===== src/rtl/decode_pkg.sv =====
// Shared definitions for the RV32 bundle decoder.
// Opcode encodings, instruction field bit offsets, exec class codes and
// the storage state encoding used by decode_bundle and decode_lane.
// Every opcode listed here ends in 2'b11. Any instruction whose low two bits
// are not 2'b11 therefore falls through to the unknown-opcode path.
package decode_pkg;

  localparam logic [6:0] OP_R      = 7'b0110011;
  localparam logic [6:0] OP_IMM    = 7'b0010011;
  localparam logic [6:0] OP_LOAD   = 7'b0000011;
  localparam logic [6:0] OP_STORE  = 7'b0100011;
  localparam logic [6:0] OP_BRANCH = 7'b1100011;
  localparam logic [6:0] OP_LUI    = 7'b0110111;
  localparam logic [6:0] OP_AUIPC  = 7'b0010111;
  localparam logic [6:0] OP_JAL    = 7'b1101111;
  localparam logic [6:0] OP_JALR   = 7'b1100111;
  localparam logic [6:0] OP_SYSTEM = 7'b1110011;
  localparam logic [6:0] OP_FENCE  = 7'b0001111;

  localparam int RS2_LSB   = 20;
  localparam int RS1_LSB   = 15;
  localparam int RD_LSB    = 7;
  localparam int FUNC3_LSB = 12;
  localparam int FUNC7_LSB = 25;

  localparam logic [3:0] CLS_ILLEGAL = 4'd0;
  localparam logic [3:0] CLS_ALU_R   = 4'd1;
  localparam logic [3:0] CLS_ALU_I   = 4'd2;
  localparam logic [3:0] CLS_LOAD    = 4'd3;
  localparam logic [3:0] CLS_STORE   = 4'd4;
  localparam logic [3:0] CLS_BRANCH  = 4'd5;
  localparam logic [3:0] CLS_LUI     = 4'd6;
  localparam logic [3:0] CLS_AUIPC   = 4'd7;
  localparam logic [3:0] CLS_JAL     = 4'd8;
  localparam logic [3:0] CLS_JALR    = 4'd9;
  localparam logic [3:0] CLS_MULDIV  = 4'd10;
  localparam logic [3:0] CLS_SYSTEM  = 4'd11;

  typedef enum logic [1:0] {
    ST_EMPTY = 2'd0,
    ST_ONE   = 2'd1,
    ST_TWO   = 2'd2
  } store_state_e;

endpackage


===== src/rtl/decode_lane.sv =====
// Combinational decoder for one RV32 instruction.
// Optional feature macro: DECODE_MULDIV_EN. When it is defined, R-type with
// func7=0000001 decodes as MULDIV. When it is not defined, that encoding is illegal.
// Ports:
//   inst        instruction word
//   lane_valid  lane carries an instruction. When it is 0, every output is 0.
//   rs1/rs2/rd  register indices. The index is 0 when the format has no such register.
//   func3       func3 field. It is 0 for U/J formats.
//   func7       func7 field. It is non-zero only for R-type.
//   imm         sign-extended immediate. It is 0 for R-type.
//   cls         exec class code
//   illegal     unsupported opcode/func combination. The lane's class is then 0 and its fields are 0.
module decode_lane
  import decode_pkg::*;
#(
  parameter int DATA_WIDTH  = 32,
  parameter int RF_WIDTH    = 5,
  parameter int EXEC_WIDTH  = 4,
  parameter int FUNC3_WIDTH = 3,
  parameter int FUNC7_WIDTH = 7
) (
  input  logic [DATA_WIDTH-1:0]  inst,
  input  logic                   lane_valid,
  output logic [RF_WIDTH-1:0]    rs1,
  output logic [RF_WIDTH-1:0]    rs2,
  output logic [RF_WIDTH-1:0]    rd,
  output logic [FUNC3_WIDTH-1:0] func3,
  output logic [FUNC7_WIDTH-1:0] func7,
  output logic [DATA_WIDTH-1:0]  imm,
  output logic [EXEC_WIDTH-1:0]  cls,
  output logic                   illegal
);

  logic [6:0]             opcode;
  logic [RF_WIDTH-1:0]    f_rs1, f_rs2, f_rd;
  logic [FUNC3_WIDTH-1:0] f_func3;
  logic [FUNC7_WIDTH-1:0] f_func7;
  logic [DATA_WIDTH-1:0]  imm_i, imm_s, imm_b, imm_u, imm_j;

  assign opcode  = inst[6:0];
  assign f_rs1   = inst[RS1_LSB +: RF_WIDTH];
  assign f_rs2   = inst[RS2_LSB +: RF_WIDTH];
  assign f_rd    = inst[RD_LSB +: RF_WIDTH];
  assign f_func3 = inst[FUNC3_LSB +: FUNC3_WIDTH];
  assign f_func7 = inst[FUNC7_LSB +: FUNC7_WIDTH];

  assign imm_i = {{(DATA_WIDTH-12){inst[31]}}, inst[31:20]};
  assign imm_s = {{(DATA_WIDTH-12){inst[31]}}, inst[31:25], inst[11:7]};
  assign imm_b = {{(DATA_WIDTH-13){inst[31]}}, inst[31], inst[7], inst[30:25], inst[11:8], 1'b0};
  assign imm_u = {inst[31:12], 12'b0};
  assign imm_j = {{(DATA_WIDTH-21){inst[31]}}, inst[31], inst[19:12], inst[20], inst[30:21], 1'b0};

  always_comb begin
    rs1     = '0;
    rs2     = '0;
    rd      = '0;
    func3   = '0;
    func7   = '0;
    imm     = '0;
    cls     = EXEC_WIDTH'(CLS_ILLEGAL);
    illegal = 1'b0;
    if (lane_valid) begin
      case (opcode)
        OP_R: begin
          rs1   = f_rs1;
          rs2   = f_rs2;
          rd    = f_rd;
          func3 = f_func3;
          func7 = f_func7;
          // 0x20 is only meaningful for SUB (000) and SRA (101).
          if (f_func7 == 7'h00 || (f_func7 == 7'h20 && (f_func3 == 3'b000 || f_func3 == 3'b101)))
            cls = EXEC_WIDTH'(CLS_ALU_R);
`ifdef DECODE_MULDIV_EN
          else if (f_func7 == 7'h01)
            cls = EXEC_WIDTH'(CLS_MULDIV);
`endif
          else
            illegal = 1'b1;
        end
        OP_IMM, OP_LOAD, OP_JALR, OP_SYSTEM, OP_FENCE: begin
          rs1   = f_rs1;
          rd    = f_rd;
          func3 = f_func3;
          imm   = imm_i;
          case (opcode)
            OP_IMM:  cls = EXEC_WIDTH'(CLS_ALU_I);
            OP_LOAD: cls = EXEC_WIDTH'(CLS_LOAD);
            OP_JALR: cls = EXEC_WIDTH'(CLS_JALR);
            default: cls = EXEC_WIDTH'(CLS_SYSTEM);
          endcase
        end
        OP_STORE, OP_BRANCH: begin
          rs1   = f_rs1;
          rs2   = f_rs2;
          func3 = f_func3;
          imm   = (opcode == OP_STORE) ? imm_s : imm_b;
          cls   = (opcode == OP_STORE) ? EXEC_WIDTH'(CLS_STORE) : EXEC_WIDTH'(CLS_BRANCH);
        end
        OP_LUI, OP_AUIPC: begin
          rd  = f_rd;
          imm = imm_u;
          cls = (opcode == OP_LUI) ? EXEC_WIDTH'(CLS_LUI) : EXEC_WIDTH'(CLS_AUIPC);
        end
        OP_JAL: begin
          rd  = f_rd;
          imm = imm_j;
          cls = EXEC_WIDTH'(CLS_JAL);
        end
        default: illegal = 1'b1;
      endcase
      // Illegal lanes carry no operands downstream, only the flag.
      if (illegal) begin
        rs1   = '0;
        rs2   = '0;
        rd    = '0;
        func3 = '0;
        func7 = '0;
        imm   = '0;
        cls   = EXEC_WIDTH'(CLS_ILLEGAL);
      end
    end
  end

endmodule


===== src/rtl/decode_bundle.sv =====
// Registered multi-lane RV32 decode stage with a two-entry skid buffer.
// Optional feature macro: DECODE_MULDIV_EN. It enables MULDIV decode inside decode_lane.
//
// Handshake: a bundle moves on every edge where valid and ready are both high,
// on its side of the stage. Input side: DEC_dataValid & DEC_ready. Output side:
// out_valid & out_ready. A producer holds valid and data until the transfer
// happens. Ready does not depend on valid.
//
// Ports:
//   clk, rst                synchronous active-high reset
//   flush                   drop both stored bundles and any bundle presented this cycle
//   DEC_data/laneValid/dataValid, DEC_ready   input bundle handshake
//   out_valid/out_ready     output bundle handshake
//   out_laneValid, out_rs1/rs2/rd, out_func3/func7, out_imm, out_class, out_illegal
//                           decoded per-lane fields of the oldest stored bundle
//   dbg_state               storage FSM state (0 EMPTY, 1 ONE, 2 TWO)
module decode_bundle
  import decode_pkg::*;
#(
  parameter int DATA_WIDTH  = 32,
  parameter int IPC         = 4,
  parameter int RF_WIDTH    = 5,
  parameter int EXEC_WIDTH  = 4,
  parameter int FUNC3_WIDTH = 3,
  parameter int FUNC7_WIDTH = 7
) (
  input  logic                       clk,
  input  logic                       rst,
  input  logic                       flush,
  input  logic [IPC*DATA_WIDTH-1:0]  DEC_data,
  input  logic [IPC-1:0]             DEC_laneValid,
  input  logic                       DEC_dataValid,
  output logic                       DEC_ready,
  output logic                       out_valid,
  input  logic                       out_ready,
  output logic [IPC-1:0]             out_laneValid,
  output logic [IPC*RF_WIDTH-1:0]    out_rs1,
  output logic [IPC*RF_WIDTH-1:0]    out_rs2,
  output logic [IPC*RF_WIDTH-1:0]    out_rd,
  output logic [IPC*FUNC3_WIDTH-1:0] out_func3,
  output logic [IPC*FUNC7_WIDTH-1:0] out_func7,
  output logic [IPC*DATA_WIDTH-1:0]  out_imm,
  output logic [IPC*EXEC_WIDTH-1:0]  out_class,
  output logic [IPC-1:0]             out_illegal,
  output logic [1:0]                 dbg_state
);

  localparam int LANE_W  = 1 + 3*RF_WIDTH + FUNC3_WIDTH + FUNC7_WIDTH + DATA_WIDTH + EXEC_WIDTH + 1;
  localparam int ENTRY_W = IPC * LANE_W;

  store_state_e       state_q, state_d;
  logic [ENTRY_W-1:0] dec_entry, main_q, skid_q;
  logic               accept, drain;
  logic               take_new_main, take_skid_main, take_new_skid;

  // Decode happens before the registers, so both entries hold decoded fields.
  for (genvar g = 0; g < IPC; g++) begin : g_lane
    logic [RF_WIDTH-1:0]    rs1_w, rs2_w, rd_w;
    logic [FUNC3_WIDTH-1:0] func3_w;
    logic [FUNC7_WIDTH-1:0] func7_w;
    logic [DATA_WIDTH-1:0]  imm_w;
    logic [EXEC_WIDTH-1:0]  cls_w;
    logic                   ill_w;

    decode_lane #(
      .DATA_WIDTH (DATA_WIDTH),
      .RF_WIDTH   (RF_WIDTH),
      .EXEC_WIDTH (EXEC_WIDTH),
      .FUNC3_WIDTH(FUNC3_WIDTH),
      .FUNC7_WIDTH(FUNC7_WIDTH)
    ) u_lane (
      .inst      (DEC_data[g*DATA_WIDTH +: DATA_WIDTH]),
      .lane_valid(DEC_laneValid[g]),
      .rs1       (rs1_w),
      .rs2       (rs2_w),
      .rd        (rd_w),
      .func3     (func3_w),
      .func7     (func7_w),
      .imm       (imm_w),
      .cls       (cls_w),
      .illegal   (ill_w)
    );

    assign dec_entry[g*LANE_W +: LANE_W] =
      {DEC_laneValid[g], rs1_w, rs2_w, rd_w, func3_w, func7_w, imm_w, cls_w, ill_w};

    assign {out_laneValid[g], out_rs1[g*RF_WIDTH +: RF_WIDTH], out_rs2[g*RF_WIDTH +: RF_WIDTH],
            out_rd[g*RF_WIDTH +: RF_WIDTH], out_func3[g*FUNC3_WIDTH +: FUNC3_WIDTH],
            out_func7[g*FUNC7_WIDTH +: FUNC7_WIDTH], out_imm[g*DATA_WIDTH +: DATA_WIDTH],
            out_class[g*EXEC_WIDTH +: EXEC_WIDTH], out_illegal[g]} = main_q[g*LANE_W +: LANE_W];
  end

  // Ready depends only on the state register, so the upstream sees no comb path.
  assign DEC_ready = (state_q != ST_TWO);
  assign out_valid = (state_q != ST_EMPTY);
  assign accept    = DEC_dataValid & DEC_ready;
  assign drain     = out_valid & out_ready;
  assign dbg_state = state_q;

  always_comb begin
    state_d        = state_q;
    take_new_main  = 1'b0;
    take_skid_main = 1'b0;
    take_new_skid  = 1'b0;
    case (state_q)
      ST_EMPTY: begin
        if (accept) begin
          state_d       = ST_ONE;
          take_new_main = 1'b1;
        end
      end
      ST_ONE: begin
        if (accept && drain) begin
          take_new_main = 1'b1;
        end else if (accept) begin
          state_d       = ST_TWO;
          take_new_skid = 1'b1;
        end else if (drain) begin
          state_d = ST_EMPTY;
        end
      end
      ST_TWO: begin
        if (drain) begin
          state_d        = ST_ONE;
          take_skid_main = 1'b1;
        end
      end
      default: state_d = ST_EMPTY;
    endcase
    // Flush overrides accept and drain in every state.
    if (flush) begin
      state_d        = ST_EMPTY;
      take_new_main  = 1'b0;
      take_skid_main = 1'b0;
      take_new_skid  = 1'b0;
    end
  end

  always_ff @(posedge clk) begin
    if (rst || flush) begin
      state_q <= ST_EMPTY;
      main_q  <= '0;
      skid_q  <= '0;
    end else begin
      state_q <= state_d;
      if (take_new_main)       main_q <= dec_entry;
      else if (take_skid_main) main_q <= skid_q;
      if (take_new_skid)       skid_q <= dec_entry;
    end
  end

endmodule


===== config.mk =====
export PLATFORM = sky130hd
export DESIGN_NAME = decode_bundle
export DESIGN_NICKNAME = d
export VERILOG_FILES = /design/src/rtl/decode_pkg.sv /design/src/rtl/decode_lane.sv /design/src/rtl/decode_bundle.sv
export SDC_FILE = /design/constraint.sdc
export NUM_CORES = 1
export LEC_CHECK = 0
export CAP_MARGIN = 10
export CORE_UTILIZATION = 40
export CTS_BUF_LIST = sky130_fd_sc_hd__clkbuf_8
export CTS_CLUSTER_DIAMETER = 30
export DETAILED_ROUTE_END_ITERATION = 10
export RECOVER_POWER = 50
export SLEW_MARGIN = 40
export SYNTH_ARGS = -nofsm -noshare
export SYNTH_HDL_FRONTEND = slang
export SYNTH_SLANG_ARGS = --single-unit

===== constraint.sdc =====
create_clock -name clk -period 3.1 [get_ports clk]
set_input_delay 0.62 -clock clk [delete_from_list [all_inputs] [get_ports clk]]
set_output_delay 0.62 -clock clk [all_outputs]
set_load 0.01 [all_outputs]

Word level (Yosys, flattened, before mapping)
Index checks and enable logic that the tools add are counted.
{"block": "word_totals", "register_bits": 506, "in_bits": 137, "wordCells": 257}
{"block": "classes", "n_eq_ne": 59, "muxes": 138, "bitwise_logic": 2, "n_reduce_logical": 55}
{"operator": "$pmux W32 S4", "count": 4}
{"operator": "$mux W252", "count": 2}
{"operator": "$mux W32", "count": 8}
{"operator": "$mux W5", "count": 36}
{"operator": "$eq A7 B6 Y1 const B", "count": 16}
{"operator": "$eq A7 B7 Y1 const B", "count": 16}
{"operator": "$mux W7", "count": 12}
{"operator": "$pmux W4 S5", "count": 4}
{"operator": "$eq A7 B5 Y1 const B", "count": 8}
{"operator": "$mux W12", "count": 4}
{"operator": "$pmux W4 S3", "count": 4}
{"operator": "$reduce_or A10 Y1", "count": 4}
{"operator": "$mux W3", "count": 12}
{"operator": "$reduce_or A9 Y1", "count": 4}
{"operator": "$mux W1", "count": 33}
{"operator": "$mux W4", "count": 8}
{"operator": "$reduce_or A8 Y1", "count": 4}
{"operator": "$eq A7 B2 Y1 const B", "count": 4}
{"operator": "$eq A7 B4 Y1 const B", "count": 4}
{"operator": "$logic_not A7 Y1", "count": 4}
{"operator": "$reduce_or A5 Y1", "count": 4}
{"operator": "$reduce_or A2 Y1", "count": 9}
{"operator": "$eq A3 B3 Y1 const B", "count": 4}
{"operator": "$logic_not A3 Y1", "count": 4}
{"operator": "other kinds (14)", "count": 42}

Logic depth before layout (Yosys ltp)
{"block": "depth", "ltp_word": 10, "depth_mapped": 9}

Cells and area by module
A second synthesis with hierarchy kept.
{"block": "hier_totals", "hier_cells": 3330, "hier_area_um2": 25569.5}
{"module": "decode_bundle", "n_inst": 1, "cells_per_inst": 2596, "area_each_um2": 21385.5, "seq_area_each_um2": 10129.7}
{"module": "decode_lane at g_lane[1].u_lane ...", "n_inst": 3, "cells_per_inst": 185, "area_each_um2": 1029.7, "seq_area_each_um2": 0.0}
{"module": "decode_lane at g_lane[0].u_lane", "n_inst": 1, "cells_per_inst": 179, "area_each_um2": 1094.8, "seq_area_each_um2": 0.0}

Least setup slack after synthesis
Ideal clock, no wire load.
{"block": "synth_timing", "kind": "in2reg", "start": "input port DEC_data[59]", "end": "register skid_q[110]", "t_arrival_ps": 2511, "path_slack_ps": 528, "stages": 5, "n_path_buf": 0, "path_cell_list": "or4_1 -> or4_4 -> nor4_4 -> a2bb2oi_2 -> a32o_1"}
{"block": "synth_between", "elab_chain_cells": 8}
{"element": "start, declared", "line": "decode_bundle.sv:30", "rtl": "input logic [IPC*DATA_WIDTH-1:0] DEC_data,"}
{"element": "$eq A7 B6 Y1", "line": "decode_lane.sv:71", "rtl": "if (f_func7 == 7'h00 || (f_func7 == 7'h20 && (f_func3 == 3'b000 || f_func3 == 3'b101)))"}
{"element": "$logic_and A1 B1 Y1", "line": "decode_lane.sv:71"}
{"element": "$logic_or A1 B1 Y1 *", "line": "decode_lane.sv:71"}
{"element": "$mux W1 *", "line": "decode_lane.sv:71"}
{"element": "$pmux W1 S2 *", "line": "decode_lane.sv:63", "rtl": "case (opcode)"}
{"element": "$mux W1 *", "line": "decode_lane.sv:62", "rtl": "if (lane_valid) begin"}
{"element": "$mux W5 *", "line": "decode_lane.sv:112", "rtl": "if (illegal) begin"}
{"element": "$mux W5 *", "line": "decode_lane.sv:62"}
{"element": "end signal, assigned", "line": "decode_bundle.sv:148", "rtl": "if (take_new_skid) skid_q <= dec_entry;"}
{"element": "end, declared", "line": "decode_bundle.sv:52", "rtl": "logic [ENTRY_W-1:0] dec_entry, main_q, skid_q;"}
Mark *: on every way between the ends. The rest lies on a longest branch, timed or not. The select of a mux whose other input is x is not followed.
A chain may end at the register's enable or synchronous reset.

Worst setup path after layout
{"block": "layout_timing", "start": "input port out_ready", "end": "register main_q[198]"}
{"block": "layout_between", "elab_chain_cells": 6}
{"element": "start, declared", "line": "decode_bundle.sv:35", "rtl": "input logic out_ready,"}
{"element": "$and A1 B1 Y1 *", "line": "decode_bundle.sv:97", "rtl": "assign drain = out_valid & out_ready;"}
{"element": "$logic_and A1 B1 Y1", "line": "decode_bundle.sv:113", "rtl": "if (accept && drain) begin"}
{"element": "$mux W1", "line": "decode_bundle.sv:113"}
{"element": "$pmux W1 S2", "line": "decode_bundle.sv:105", "rtl": "case (state_q)"}
{"element": "$mux W1", "line": "decode_bundle.sv:131", "rtl": "if (flush) begin"}
{"element": "$mux W252 / $reduce_bool A2 Y1 (equally long branches)"}
{"element": "end signal, assigned", "line": "decode_bundle.sv:146", "rtl": "if (take_new_main) main_q <= dec_entry;"}
{"element": "end signal, assigned", "line": "decode_bundle.sv:147", "rtl": "else if (take_skid_main) main_q <= skid_q;"}
{"element": "end, declared", "line": "decode_bundle.sv:52"}
Mark *: on every way between the ends. The rest lies on a longest branch, timed or not.

==> impl_metrics.tcl <==
set metrics [dict create \
    finalWirelength_um 74600 \
    synth_top_area_share_pct 48.2 \
    cts_buffer_depth 3 \
    fin_util_pct 56.4 \
    startpoint "out_ready" \
    layout_setup_ws_ns 0.387 \
    num_rows 83 \
    cp_max_fo 31 \
    ant_nets 0 \
    r2r-start "dbg_state[1]" \
    cts_setup_buffers 0 \
    power_leakage_nw 10.4 \
    hp-class "register to register" \
    dr.pass1.iters 6 \
    hold_depth 2 \
    synthArstFlopShare_pct 0 \
    drive_gt1_share_pct 12.4 \
    synth_seq_cells 506 \
    slew_headroom_pct 24.0 \
    dieArea_um2 53500 \
    synth_area_leaders "dfxtp_1 48%, nand2_1 7.8%, mux2i_1 7.8%" \
    fp.coreArea_um2 51600 \
    drc 0 \
    arrival_ns 3.31 \
    via_per_inst 5.66 \
    synth_edf_count 0 \
    path_cells "clkdlybuf4s50_1, nor4bb_1, buf_4, clkbuf_4, nand2_1, a21oi_1, a31oi_1, a21boi_0" \
    fill_cells 4721 \
    grt_overflow_total 0 \
    crit_end "main_q[198]" \
    r2r_cells 5 \
    max_stage_delay_ns 0.70 \
    cp_slowest_cell "nor4bb_1" \
    fin_nets 2982 \
    ctsResizeCount 0 \
    start_util_pct 40.8 \
    gp_congestion 0.892 \
    cp-start-kind "primary input" \
    synthToLayoutAreaGrowth_pct 38.3 \
    clk_pin_slew_ns 0.06 \
    period_minus_slack_ns 2.71 \
    final.setup.tns_ns 0 \
    grt_pass1_wl_um 115000 \
    htreeDepth 3 \
    max_clock_freq_ghz 0.369 \
    finClkSkew_ns 0.0177 \
    yosys_warnings 0 \
    grt_max_degree 81 \
    critical_path_class "primary input to register" \
    via_count 20500 \
    post-route-period-util_pct 87.5 \
    rsz0062_at_grt "no" \
    r2r_setup_slack_ns 0.40 \
    finalHoldViolCount 0 \
    worstMarginPinSlew_ns 1.14 \
    cts-root-buf "clkbuf_8" \
    dieHeight_um 231 \
    clkSinkCount 506 \
    yosysSeqAreaShare_pct 48.2 \
    pre_cts_ws_ns -0.0901 \
    ir_drop_mv 0.358 \
    portBuffers 392 \
    hpwlAfterDp_um 51700 \
    worstSkewPairLatency_ns 0.69 \
    synth.most_common_cell "dfxtp_1" \
    antenna_found_initial 1 \
    timing.rr.end "main_q[164]" \
    wl_per_cell_um 20.6 \
    syn_area_um2 21000 \
    synth.largest_area_cell "dfxtp_1" \
    ioPinCount 393 \
    synth.avg_cell_area_um2 8.79 \
    drv_slew 0 \
    power_density_nw_per_um2 555 \
    cts_hold_buf 0 \
    end_kind "register" \
    syn_nets 2530 \
    synth_cells 2393 \
    grt_use_total_pct 26.9 \
    max_cap_viol_count 0 \
    required_ns 3.69 \
    ys_top_cells_by_count "506 x dfxtp_1, 437 x nand2_1, 186 x a21oi_1, 186 x o21ai_0, 164 x clkbuf_1" \
    drt-initial-drc-count 1314 \
    status "completed" \
    synth_cell_type_count 74 \
    grt_pass1_vias 20300 \
    cts_tree "built" \
    yosys_most_used_dff "dfxtp_1" \
    numCtsBuffers 110 \
    setup_viol 0 \
    dieWidth_um 231 \
]
## state kept, by name, summed over array words and instances, names as in the netlist
name	flops
main_q	252
skid_q	252
dbg_state	2
## final cells by class
class                      instances  area (um^2)  share of cell area, %
inverter                          21         78.8                  0.271
multi-input combinational       1671        10100                   34.8
clock buffer                     134         1840                   6.34
sequential                       506        10100                   34.8
tap                              680          851                   2.92
timing repair buffer             535         5240                   18.0
antenna                            1         2.50                0.00860
clock inverter                    70          813                   2.80
## power breakdown
| part | total [mW] | switching (mW) | internal, mW |
|---|---|---|---|
| registers | 6.56 | 0.0221 | 6.54 |
| clock network | 8.53 | 3.15 | 5.37 |
| logic | 1.07 | 0.635 | 0.432 |
| total | 16.2 | 3.81 | 12.3 |
## placed cells by master (no fill, tap or decap), types with 7 or more instances in the layout
cell type,n
dfxtp_1,506
nand2_1,436
clkdlybuf4s50_1,216
a21oi_1,186
o21ai_0,186
dlygate4sd3_1,176
mux2i_1,163
clkbuf_8,134
o22ai_1,108
buf_4,103
and3_1,58
nor2_1,54
nand3_1,43
a31oi_1,43
inv_1,38
a22oi_1,32
a22o_1,31
a211oi_1,26
o2bb2ai_1,24
a221oi_1,24
buf_12,24
a32o_1,19
clkinv_2,19
a31o_2,18
bufinv_16,17
nand4_1,15
clkbuf_1,13
nor2b_1,12
nand2b_1,11
and2_1,10
a41oi_1,8
o211ai_1,8
a311oi_1,8
nor4_1,8
clkinvlp_4,8
nor3b_1,7
nor3_1,7
a21boi_0,7
## per-stage QoR
stage          cells  power (mW)  hold slack (ns)  cell area, um^2
2_1_floorplan   2393        7.15            0.420            21000
3_3_place_gp    3413        7.75            0.433            26500
3_5_place_dp    3413        7.76            0.440            26500
4_1_cts         3617        16.3            0.452            29200
5_1_grt         3618        16.7            0.468            29100
6_report        3618        16.2            0.448            29100
## critical path: cells and delay by family
family / cells / cell delay, ns
buf+inv: 3 / 1.47
simple gates: 2 / 0.80
compound gates: 3 / 0.38
## worst min path at each step
stage / startpoint / end / slack (ns)
after CTS: skid_q[228] / main_q[228] / 0.45
after global placement: skid_q[93] / skid_q[93] / 0.43
after floorplan: skid_q[127] / skid_q[127] / 0.42
after detailed placement: skid_q[163] / main_q[163] / 0.44
final: skid_q[228] / main_q[228] / 0.45
after global routing: skid_q[154] / skid_q[154] / 0.47
## layer usage
| layer | up-vias | global-route usage [%] | share of wire (%) |
|---|---|---|---|
| met5 | - | 0 | 0 |
| met4 | 0 | 8.98 | 2.4 |
| met3 | 127 | 6.68 | 7.4 |
| met2 | 718 | 43.6 | 47 |
| met1 | 9935 | 34.8 | 43 |
| li1 | 9682 | - | - |
## cell families after synthesis
kind of cell    share of synthesized area [%]
buf+inv                                  4.02
simple gates                             15.6
compound gates                           24.0
xor+xnor                                0.416
flops                                    48.2
mux                                      7.81
Note: power is estimated with default switching activity, not from simulation.
